File: src/rtl/debug_tx_arbiter_pkg.sv
// Shared definitions for the debug UART packet scheduler.
// Contents: FSM state encodings, default payload width and the client opcodes
// that requesters place in payload byte 0.
// Build option: DEBUG_TX_CHECKSUM_EN adds the DTX_CSUM trailer state.
`ifndef ISA_WIDTH
`define ISA_WIDTH 32
`endif

package debug_tx_arbiter_pkg;

    // Default payload holds two ISA words (e.g. a PC plus an instruction).
    localparam int unsigned DTX_PAYLOAD_WIDTH = `ISA_WIDTH * 2;

`ifdef DEBUG_TX_CHECKSUM_EN
    typedef enum logic [2:0] {
        DTX_IDLE = 3'd0,
        DTX_SEND = 3'd1,
        DTX_WAIT = 3'd2,
        DTX_DONE = 3'd3,
        DTX_CSUM = 3'd4
    } dtx_state_e;
`else
    typedef enum logic [1:0] {
        DTX_IDLE = 2'd0,
        DTX_SEND = 2'd1,
        DTX_WAIT = 2'd2,
        DTX_DONE = 2'd3
    } dtx_state_e;
`endif

    // Client response opcodes, sent as the first byte of each packet.
    localparam logic [7:0] DTX_OP_SIGNAL_DUMP = 8'h01;
    localparam logic [7:0] DTX_OP_PING_OK     = 8'h02;
    localparam logic [7:0] DTX_OP_BP_HIT      = 8'h03;

endpackage

File: src/rtl/debug_rr_arbiter.sv
// Combinational round-robin pick: first set request scanning upward from the
// pointer, wrapping modulo NUM_REQ. The pointer register lives in the parent.
// Ports: req_i (requests), rr_ptr_i (scan start), gnt_vld_c (any request),
//        gnt_c (one-hot grant), gnt_idx_c (grant index).
module debug_rr_arbiter
    import debug_tx_arbiter_pkg::*;
#(
    parameter int unsigned NUM_REQ = 3,
    parameter int unsigned IDX_W   = (NUM_REQ > 1) ? $clog2(NUM_REQ) : 1
) (
    input  logic [NUM_REQ-1:0] req_i,
    input  logic [IDX_W-1:0]   rr_ptr_i,
    output logic               gnt_vld_c,
    output logic [NUM_REQ-1:0] gnt_c,
    output logic [IDX_W-1:0]   gnt_idx_c
);

    logic [IDX_W-1:0] cand;

    // Priority scan rotated by the pointer; first hit wins.
    always_comb begin
        gnt_vld_c = 1'b0;
        gnt_c     = '0;
        gnt_idx_c = '0;
        cand      = '0;
        for (int unsigned off = 0; off < NUM_REQ; off++) begin
            cand = IDX_W'((32'(rr_ptr_i) + off) % NUM_REQ);
            if (!gnt_vld_c && req_i[cand]) begin
                gnt_vld_c = 1'b1;
                gnt_idx_c = cand;
                gnt_c     = NUM_REQ'(1) << cand;
            end
        end
    end

endmodule

File: src/rtl/debug_tx_arbiter.sv
// Packet scheduler sharing one UART byte transmitter among debug requesters.
// Snapshots the winner's payload, then sends bytes LSB-first via start/busy/done.
// Ports: clk, rst_n (async, active low), hold (block new grants),
//        req/req_len/req_data (requester side), ack/done (one-hot pulses),
//        busy (packet in flight), tx_data/tx_start/tx_busy/tx_done (transmitter).
// Build option: DEBUG_TX_CHECKSUM_EN appends an XOR checksum byte per packet.
module debug_tx_arbiter
    import debug_tx_arbiter_pkg::*;
#(
    parameter int unsigned NUM_REQ       = 3,
    parameter int unsigned PAYLOAD_WIDTH = DTX_PAYLOAD_WIDTH,
    parameter int unsigned LEN_WIDTH     = 3
) (
    input  logic                             clk,
    input  logic                             rst_n,
    input  logic                             hold,
    input  logic [NUM_REQ-1:0]               req,
    input  logic [NUM_REQ*LEN_WIDTH-1:0]     req_len,
    input  logic [NUM_REQ*PAYLOAD_WIDTH-1:0] req_data,
    output logic [NUM_REQ-1:0]               ack,
    output logic [NUM_REQ-1:0]               done,
    output logic                             busy,
    output logic [7:0]                       tx_data,
    output logic                             tx_start,
    input  logic                             tx_busy,
    input  logic                             tx_done
);

    localparam int unsigned IDX_W = (NUM_REQ > 1) ? $clog2(NUM_REQ) : 1;

    dtx_state_e               state_q, state_d;
    logic [IDX_W-1:0]         rr_ptr_q, rr_ptr_d;
    logic [LEN_WIDTH-1:0]     byte_idx_q, byte_idx_d;
    logic [LEN_WIDTH-1:0]     len_q, len_d;
    logic [PAYLOAD_WIDTH-1:0] buf_q, buf_d;
    logic [NUM_REQ-1:0]       owner_q, owner_d;
    logic [NUM_REQ-1:0]       ack_q, ack_d;
    logic [NUM_REQ-1:0]       done_q, done_d;
    logic                     busy_q, busy_d;
    logic [7:0]               tx_data_q, tx_data_d;
    logic                     tx_start_q, tx_start_d;
`ifdef DEBUG_TX_CHECKSUM_EN
    logic [7:0]               csum_q, csum_d;
    logic                     csum_sent_q, csum_sent_d;
`endif

    logic                     gnt_vld_c;
    logic [NUM_REQ-1:0]       gnt_c;
    logic [IDX_W-1:0]         gnt_idx_c;
    logic [PAYLOAD_WIDTH-1:0] data_sel;
    logic [LEN_WIDTH-1:0]     len_sel;
    logic [7:0]               cur_byte;

    debug_rr_arbiter #(
        .NUM_REQ (NUM_REQ),
        .IDX_W   (IDX_W)
    ) u_rr_arbiter (
        .req_i     (req),
        .rr_ptr_i  (rr_ptr_q),
        .gnt_vld_c (gnt_vld_c),
        .gnt_c     (gnt_c),
        .gnt_idx_c (gnt_idx_c)
    );

    // Select the winner's payload and length slices.
    always_comb begin
        data_sel = '0;
        len_sel  = '0;
        for (int unsigned i = 0; i < NUM_REQ; i++) begin
            if (gnt_idx_c == IDX_W'(i)) begin
                data_sel = req_data[i*PAYLOAD_WIDTH +: PAYLOAD_WIDTH];
                len_sel  = req_len[i*LEN_WIDTH +: LEN_WIDTH];
            end
        end
    end

    // Next-state and output logic.
    always_comb begin
        state_d    = state_q;
        rr_ptr_d   = rr_ptr_q;
        byte_idx_d = byte_idx_q;
        len_d      = len_q;
        buf_d      = buf_q;
        owner_d    = owner_q;
        ack_d      = '0;
        done_d     = '0;
        busy_d     = busy_q;
        tx_data_d  = tx_data_q;
        tx_start_d = 1'b0;
`ifdef DEBUG_TX_CHECKSUM_EN
        csum_d      = csum_q;
        csum_sent_d = csum_sent_q;
`endif
        cur_byte   = 8'(buf_q >> {byte_idx_q, 3'b000});

        case (state_q)
            DTX_IDLE: begin
                if (!hold && gnt_vld_c) begin
                    buf_d      = data_sel;
                    len_d      = len_sel;
                    owner_d    = gnt_c;
                    ack_d      = gnt_c;
                    busy_d     = 1'b1;
                    byte_idx_d = '0;
                    rr_ptr_d   = (gnt_idx_c == IDX_W'(NUM_REQ - 1)) ? '0
                                                                    : gnt_idx_c + IDX_W'(1);
`ifdef DEBUG_TX_CHECKSUM_EN
                    csum_d      = '0;
                    csum_sent_d = 1'b0;
`endif
                    state_d    = DTX_SEND;
                end
            end
            DTX_SEND: begin
                if (!tx_busy) begin
                    tx_data_d  = cur_byte;
                    tx_start_d = 1'b1;
`ifdef DEBUG_TX_CHECKSUM_EN
                    csum_d     = csum_q ^ cur_byte;
`endif
                    state_d    = DTX_WAIT;
                end
            end
            DTX_WAIT: begin
                if (tx_done) begin
                    if (byte_idx_q == len_q) begin
`ifdef DEBUG_TX_CHECKSUM_EN
                        state_d = DTX_CSUM;
`else
                        state_d = DTX_DONE;
`endif
                    end else begin
                        byte_idx_d = byte_idx_q + LEN_WIDTH'(1);
                        state_d    = DTX_SEND;
                    end
                end
            end
`ifdef DEBUG_TX_CHECKSUM_EN
            // Trailer: launch once the transmitter is free, then wait for its done.
            DTX_CSUM: begin
                if (!csum_sent_q) begin
                    if (!tx_busy) begin
                        tx_data_d   = csum_q;
                        tx_start_d  = 1'b1;
                        csum_sent_d = 1'b1;
                    end
                end else if (tx_done) begin
                    state_d = DTX_DONE;
                end
            end
`endif
            DTX_DONE: begin
                done_d  = owner_q;
                busy_d  = 1'b0;
                state_d = DTX_IDLE;
            end
            default: state_d = DTX_IDLE;
        endcase
    end

    // State and output registers.
    always_ff @(posedge clk or negedge rst_n) begin
        if (!rst_n) begin
            state_q    <= DTX_IDLE;
            rr_ptr_q   <= '0;
            byte_idx_q <= '0;
            len_q      <= '0;
            buf_q      <= '0;
            owner_q    <= '0;
            ack_q      <= '0;
            done_q     <= '0;
            busy_q     <= 1'b0;
            tx_data_q  <= '0;
            tx_start_q <= 1'b0;
`ifdef DEBUG_TX_CHECKSUM_EN
            csum_q      <= '0;
            csum_sent_q <= 1'b0;
`endif
        end else begin
            state_q    <= state_d;
            rr_ptr_q   <= rr_ptr_d;
            byte_idx_q <= byte_idx_d;
            len_q      <= len_d;
            buf_q      <= buf_d;
            owner_q    <= owner_d;
            ack_q      <= ack_d;
            done_q     <= done_d;
            busy_q     <= busy_d;
            tx_data_q  <= tx_data_d;
            tx_start_q <= tx_start_d;
`ifdef DEBUG_TX_CHECKSUM_EN
            csum_q      <= csum_d;
            csum_sent_q <= csum_sent_d;
`endif
        end
    end

    assign ack      = ack_q;
    assign done     = done_q;
    assign busy     = busy_q;
    assign tx_data  = tx_data_q;
    assign tx_start = tx_start_q;

`ifndef SYNTHESIS
    // A granted length must address a byte inside the payload.
    len_legal_a: assert property (@(posedge clk) disable iff (!rst_n)
        (state_q == DTX_IDLE && !hold && gnt_vld_c) |-> (32'(len_sel) <= PAYLOAD_WIDTH / 8 - 1));
`endif

endmodule

File: config.mk
export PLATFORM = sky130hd
export DESIGN_NAME = debug_tx_arbiter
export DESIGN_NICKNAME = d
export VERILOG_FILES = /design/src/rtl/debug_tx_arbiter_pkg.sv /design/src/rtl/debug_rr_arbiter.sv /design/src/rtl/debug_tx_arbiter.sv
export SDC_FILE = /design/constraint.sdc
export NUM_CORES = 1
export LEC_CHECK = 0
export CAP_MARGIN = 5
export CORE_MARGIN = 1.5
export CORE_UTILIZATION = 49
export CTS_BUF_LIST = sky130_fd_sc_hd__clkbuf_8
export DETAILED_ROUTE_END_ITERATION = 8
export PLACE_DENSITY = 0.89
export REMOVE_ABC_BUFFERS = 1
export SYNTH_ARGS = -nofsm -noshare
export SYNTH_HDL_FRONTEND = slang
export SYNTH_SLANG_ARGS = --single-unit
File: constraint.sdc
create_clock -name clk -period 4.2 [get_ports clk]
set_input_delay 0.84 -clock clk [delete_from_list [all_inputs] [get_ports clk]]
set_output_delay 0.84 -clock clk [all_outputs]
set_load 0.02 [all_outputs]
Yosys cells after proc, flatten, opt, wreduce, memory -nomap -nowiden
Index checks and enable logic that the tools add are counted.
- eq/ne operators: 10
- reduce and logical (&&, ||, !) cells: 15
- order comparisons: 3
- shift-type cells: 4
- multiplexer cells: 38
- add/subtract/negate cells: 4
- bitwise logic cells: 1
- divide/modulo/power cells: 3
- operators with widths (cell ; count):
    $mux W64 ; 3
    $mod A32 B2 Y32 const B ; 2
    $shr A64 B6 Y8 ; 1
    $mux W3 ; 12
    $mod A2 B2 Y32 const B ; 1
    $mux W2 ; 8
    $lt A2 B3 Y1 const B ; 3
    $mux W1 ; 9
    $shl A1 B2 Y3 const A ; 3
    $ne A2 B2 Y1 const B ; 4
    $pmux W2 S4 ; 1
    $bmux W1 S2 ; 3
    $eq A2 B2 Y1 const B ; 3
    $pmux W3 S2 ; 1
    $reduce_and A2 Y1 ; 3
    $eq A2 B1 Y1 const B ; 2
    $logic_not A2 Y1 ; 2
    $reduce_and A4 Y1 ; 1
    $reduce_bool A2 Y1 ; 2
    $add A2 B1 Y3 const B ; 1
    $add A2 B2 Y3 const B ; 1
    $add A3 B1 Y3 const B ; 1
    $eq A3 B3 Y1 ; 1
    $logic_and A1 B1 Y1 ; 3
    other kinds (5) ; 7
- output and inout port bits: 16
- register bits after elaboration: 93
- input bits: 209
- logic and storage cells: 89

Depth between registers and ports, before layout
- depth after elaboration: 14
- depth in mapped cells: 11
- mapped depth without buffers: 8

By module
Synthesis repeated with hierarchy kept, for this count alone.
- cell total of the unflattened synthesis: 652
- area, all modules: 5763.0 µm²
- by module, submodules not included (module ; area each (µm²) ; sequential area each (µm²) ; times used ; cells an instance):
    debug_tx_arbiter ; 5381.4 ; 2327.2 ; 1 ; 600
    debug_rr_arbiter ; 381.6 ; 0.0 ; 1 ; 52

Worst setup path before layout
Ideal clock, no wire load.
- path kind: input port to flip-flop
- start point: input req[1]
- end point: register byte_idx_q[0]
- arrival time: 2.254 ns
- data required time: 4.075 ns
- path slack: 1.821 ns
- stages on the path: 7
- setup time: 0.125 ns
- buffers on the path: 1
- cells stage by stage: mux2i_1 > o21a_1 > a21boi_1 > or4_1 > buf_6 > a21bo_1 > mux2_4
- longest elaborated chain between the ends: 12
- RTL lines (element ; RTL line ; text):
    start: declaration ; debug_tx_arbiter.sv:17 ; input logic [NUM_REQ-1:0] req,
    $bmux W1 S2 ; debug_rr_arbiter.sv:28 ; if (!gnt_vld_c && req_i[cand]) begin
    $mux W1 (implied by the code) ; debug_rr_arbiter.sv:28 ;
    $mux W1 ; debug_rr_arbiter.sv:28 ;
    $logic_not A1 Y1 ; debug_rr_arbiter.sv:28 ;
    $logic_and A1 B1 Y1 ; debug_rr_arbiter.sv:28 ;
    $mux W1 ; debug_rr_arbiter.sv:28 ;
    $logic_not A1 Y1 ; debug_rr_arbiter.sv:28 ;
    $logic_and A1 B1 Y1 ; debug_rr_arbiter.sv:28 ;
    $mux W1 (*) ; debug_rr_arbiter.sv:28 ;
    $logic_and A1 B1 Y1 (*) ; debug_tx_arbiter.sv:98 ; if (!hold && gnt_vld_c) begin
    $ne A2 B2 Y1 (no line) (*) ; -- ;
    $reduce_and A4 Y1 (no line) (*) ; -- ;
    end signal: assignment ; debug_tx_arbiter.sv:182 ; byte_idx_q <= byte_idx_d;
    end: declaration ; debug_tx_arbiter.sv:33 ; logic [LEN_WIDTH-1:0] byte_idx_q, byte_idx_d;
Every way passes the cells marked *; elsewhere a longest branch is shown, timed or not. The select of a mux whose other input is x is not followed.
A chain may end at the register's enable or synchronous reset.

Final worst setup path
- start point: input req[2]
- end point: register buf_q[54]
- longest elaborated chain between the ends: 13
- RTL lines (element ; RTL line ; text):
    $bmux W1 S2 ; debug_rr_arbiter.sv:28 ;
    $mux W1 (implied by the code) ; debug_rr_arbiter.sv:28 ;
    $mux W1 ; debug_rr_arbiter.sv:28 ;
    $logic_not A1 Y1 ; debug_rr_arbiter.sv:28 ;
    $logic_and A1 B1 Y1 ; debug_rr_arbiter.sv:28 ;
    $mux W1 ; debug_rr_arbiter.sv:28 ;
    $logic_not A1 Y1 ; debug_rr_arbiter.sv:28 ;
    $logic_and A1 B1 Y1 ; debug_rr_arbiter.sv:28 ;
    $mux W2 ; debug_rr_arbiter.sv:28 ;
    $logic_not A2 Y1 ; debug_tx_arbiter.sv:70 ; if (gnt_idx_c == IDX_W'(i)) begin
    $mux W64 (3 in a row) ; debug_tx_arbiter.sv:70 ;
    end signal: assignment ; debug_tx_arbiter.sv:184 ; buf_q <= buf_d;
    end: declaration ; debug_tx_arbiter.sv:35 ; logic [PAYLOAD_WIDTH-1:0] buf_q, buf_d;
Parallel ways exist; a longest one is shown, timed or not. The select of a mux whose other input is x is not followed.

==> run_results.csv <==
group,metric,value,unit
outcome,outcome,"completed",
floorplan,ios,225,
setup_path,cp_cell_sequence,"clkdlybuf4s50_1 -> mux2i_1 -> mux2i_1 -> a21o_2 -> buf_4 -> a31o_2 -> a21oi_1 -> o31ai_1",
detailed_routing,first_pass_iters,5,
logic_synthesis,synthFlopType,"dfrtp_1",
logic_synthesis,synth.avg_cell_area,9.29,sq um
layout,multi_input_area,0.00302,sq mm
place,io_buffer_count,224,
clock_network,clock_latency,340,ps
layout,diodes,0,
global_routing,grt_antenna_before_repair,0,
place,place_inst,933,
setup_path,end_kind,"flip-flop",
power_and_ir_drop,leakagePower,3.38,nW
logic_synthesis,synth_edf_count,0,
logic_synthesis,yosysWarnings,0,
layout,areaGrowthSynthToFinish,41.0,%
sta,fin_crit,3300,ps
hold_path,hold_path_class,"flip-flop to flip-flop",
sta,setup_viol_count_final,0,
setup_path,cp_slowest_cell,"clkdlybuf4s50_1",
logic_synthesis,synth_async_sr_flop_share,1.00,
place,dp_hpwl,12300,um
layout,post-route-util,0.706,
clock_network,post_cts_buffers,0,
setup_path,path_buf_inv,2,
sta,final-hold-violation-count,0,
layout,fin_area,0.00806,sq mm
setup_path,r2r_setup_slack,990,ps
logic_synthesis,synth_seq_cells,93,
sta,slew_viol_final,0,
layout,drive_above_1_share,0.148,
layout,final_cells,948,
sta,maxSlewHeadroom,0.153,
setup_path,cp_max_fo,35,
detailed_routing,via_per_inst,5.98,
setup_path,crit_arrival,3540,ps
floorplan,die_w,111,um
global_routing,grt_max_degree,70,
power_and_ir_drop,max-vdd-ir-drop,527,uV
setup_path,r2r_start,"rr_ptr_q[0]",
global_routing,grt_use_total,0.273,
place,globalplace.congestion,0.905,
layout,seqCellArea,0.00233,sq mm
setup_path,reg2reg_to,"buf_q[54]",
clock_network,holdBufCountCts,0,
sta,rsz0062_at_grt,"no",
sta,fin_skew,14.7,ps
floorplan,die_h,111,um
clock_network,cts_tree,"yes",
detailed_routing,wl_per_cell,17.8,um
detailed_routing,dr.first_iter.drc_count,395,
floorplan,initial_utilization,0.500,
place,placed_area,0.00788,sq mm
logic_synthesis,ys_top_cells_by_count,"93 x dfrtp_1, 93 x nand2_1, 74 x nor2_1",
job,cap_violations,0,
setup_path,r2r_cells,9,
hold_path,min_from,"buf_q[62]",
detailed_routing,ant_nets,0,
logic_synthesis,yosysTopAreaCellShare,0.407,
hold_path,hold_depth,2,
floorplan,rows,39,
logic_synthesis,yosys.area.top_type,"dfrtp_1",
global_routing,grt_pass1_wl,27200,um
setup_path,cpPeakStageDelay,600,ps
setup_path,critPathKind,"primary input to flip-flop",
sta,tightest_slew,1270,ps
logic_synthesis,ys_types,48,
logic_synthesis,synthesis.area,0.00571,sq mm
sta,fmax,303,MHz
logic_synthesis,ys_seq_area_frac,0.407,
sta,min_period_over_period,0.786,
clock_network,cts_num_sinks,93,
logic_synthesis,syn-instance-count,615,
layout,fill_cells,860,
clock_network,cts.clk_slew.worst_paths,90,ps
floorplan,dieArea,0.0123,sq mm
clock_network,h-tree-depth,3,
clock_network,cts_buffer_depth,2,
global_routing,grt_overflow,0,
detailed_routing,post-route-drc-count,0,
power_and_ir_drop,powerDensity,722,mW/mm^2
floorplan,coreArea,0.0114,sq mm
clock_network,cts_buffers,9,
clock_network,cts_resized,0,
global_routing,grt_pass1_vias,5665,
layout,nets,1015,
setup_path,critPathTopFamily,"compound AO/OA/AOI/OAI gates",
hold_path,hold-path-endpoint,"buf_q[62]",
logic_synthesis,synthTopCellsByArea,"dfrtp_1 41%, a31o_2 9.8%, o31ai_1 8.5%",
setup_path,start_kind,"primary input",
detailed_routing,dr_total_vias,5672,
setup_path,crit_top_cell,"mux2i_1",
detailed_routing,totalWireLength,16900,um
setup_path,worstPathRequired,4440,ps
clock_network,ctsRootBufferMaster,"clkbuf_8",
[placed cells by master (no fill, tap or decap), drive strengths merged, types with 6 or more instances in the layout]
cell type,Yosys,layout
o31ai,65,65
a21o,8,8
a31oi,9,9
o21ai,7,7
dfrtp,93,93
a21oi,68,68
clkbuf,29,9
clkdlybuf4s50,0,223
mux4,16,16
buf,31,12
mux2i,6,6
nor2,75,75
nand2,93,93
a31o,64,64
[cell families (layout without fill, tap and decap cells)]
family | Yosys count | count (layout) | synth area share
mux | 26 | 26 | 0.0821
flops | 93 | 93 | 0.407
fa+ha+maj | 5 | 5 | 0.0109
compound gates | 233 | 233 | 0.289
xor+xnor | 3 | 3 | 0.00460
simple gates | 191 | 191 | 0.136
buf+inv | 64 | 254 | 0.0692
[per-layer routing]
| layer | GRT usage | up-vias | wire (um) | share of wire |
|---|---|---|---|---|
| met4 | 0.107 | 0 | 499 | 0.030 |
| li1 | - | 2634 | - | - |
| met1 | 0.325 | 2702 | 6500 | 0.38 |
| met2 | 0.493 | 295 | 8720 | 0.52 |
| met5 | 0 | - | 0 | 0 |
| met3 | 0.0459 | 41 | 1190 | 0.070 |
[power by group]
part	switching (mW)	total (mW)	leakage (nW)	internal, mW
Combinational	2.00	3.65	2.13	1.65
Sequential	0.294	1.61	1.16	1.31
Clock	0.295	0.562	0.0937	0.267
Total	2.58	5.82	3.38	3.23
[worst reg2reg max path, stage by stage (launching register included)]
cell       delay, ps
dfrtp_1          410
inv_1             80
ha_1             490
mux2_2           400
o2111ai_1         80
a21o_2           610
buf_4            490
a31o_2           240
a21oi_1           40
o31ai_1          280
[stage by stage]
| step | setup WS (ps) | TNS, ps | hold WS, ps | power (mW) |
|---|---|---|---|---|
| after floorplan | -421 | -13760 | 442 | 4.15 |
| after global placement | 783 | 0 | 457 | 5.09 |
| after detailed placement | 627 | 0 | 460 | 5.26 |
| after CTS | 977 | 0 | 481 | 5.83 |
| after global routing | 760 | 0 | 494 | 6.25 |
| final | 898 | 0 | 479 | 5.82 |
[flip-flops by register name (all words and copies together) (netlist names)]
name	cells
ack	3
buf_q	64
busy	1
byte_idx_q	3
done	3
len_q	3
owner_q	3
rr_ptr_q	2
state_q	2
tx_data	8
tx_start	1
[final cells by class]
type | count | area share
inverters | 4 | 0.00186
clock inverters | 6 | 0.00714
repair buffers | 235 | 0.290
multi-input cells | 458 | 0.375
flip-flops and latches | 93 | 0.289
clock buffers | 9 | 0.0154
well taps | 143 | 0.0222
[worst max path at each step]
stage | startpoint | to | slack (ps) | cells past startpoint
2_1_floorplan | req[1] | buf_q[7] | -420 | 6
3_3_place_gp | req[1] | buf_q[15] | 780 | 8
3_5_place_dp | req[1] | buf_q[35] | 630 | 8
4_1_cts | req[0] | buf_q[35] | 980 | 8
5_1_grt | req[0] | buf_q[44] | 760 | 8
6_report | req[2] | buf_q[54] | 900 | 8
Power figures use the tool's default switching activity.
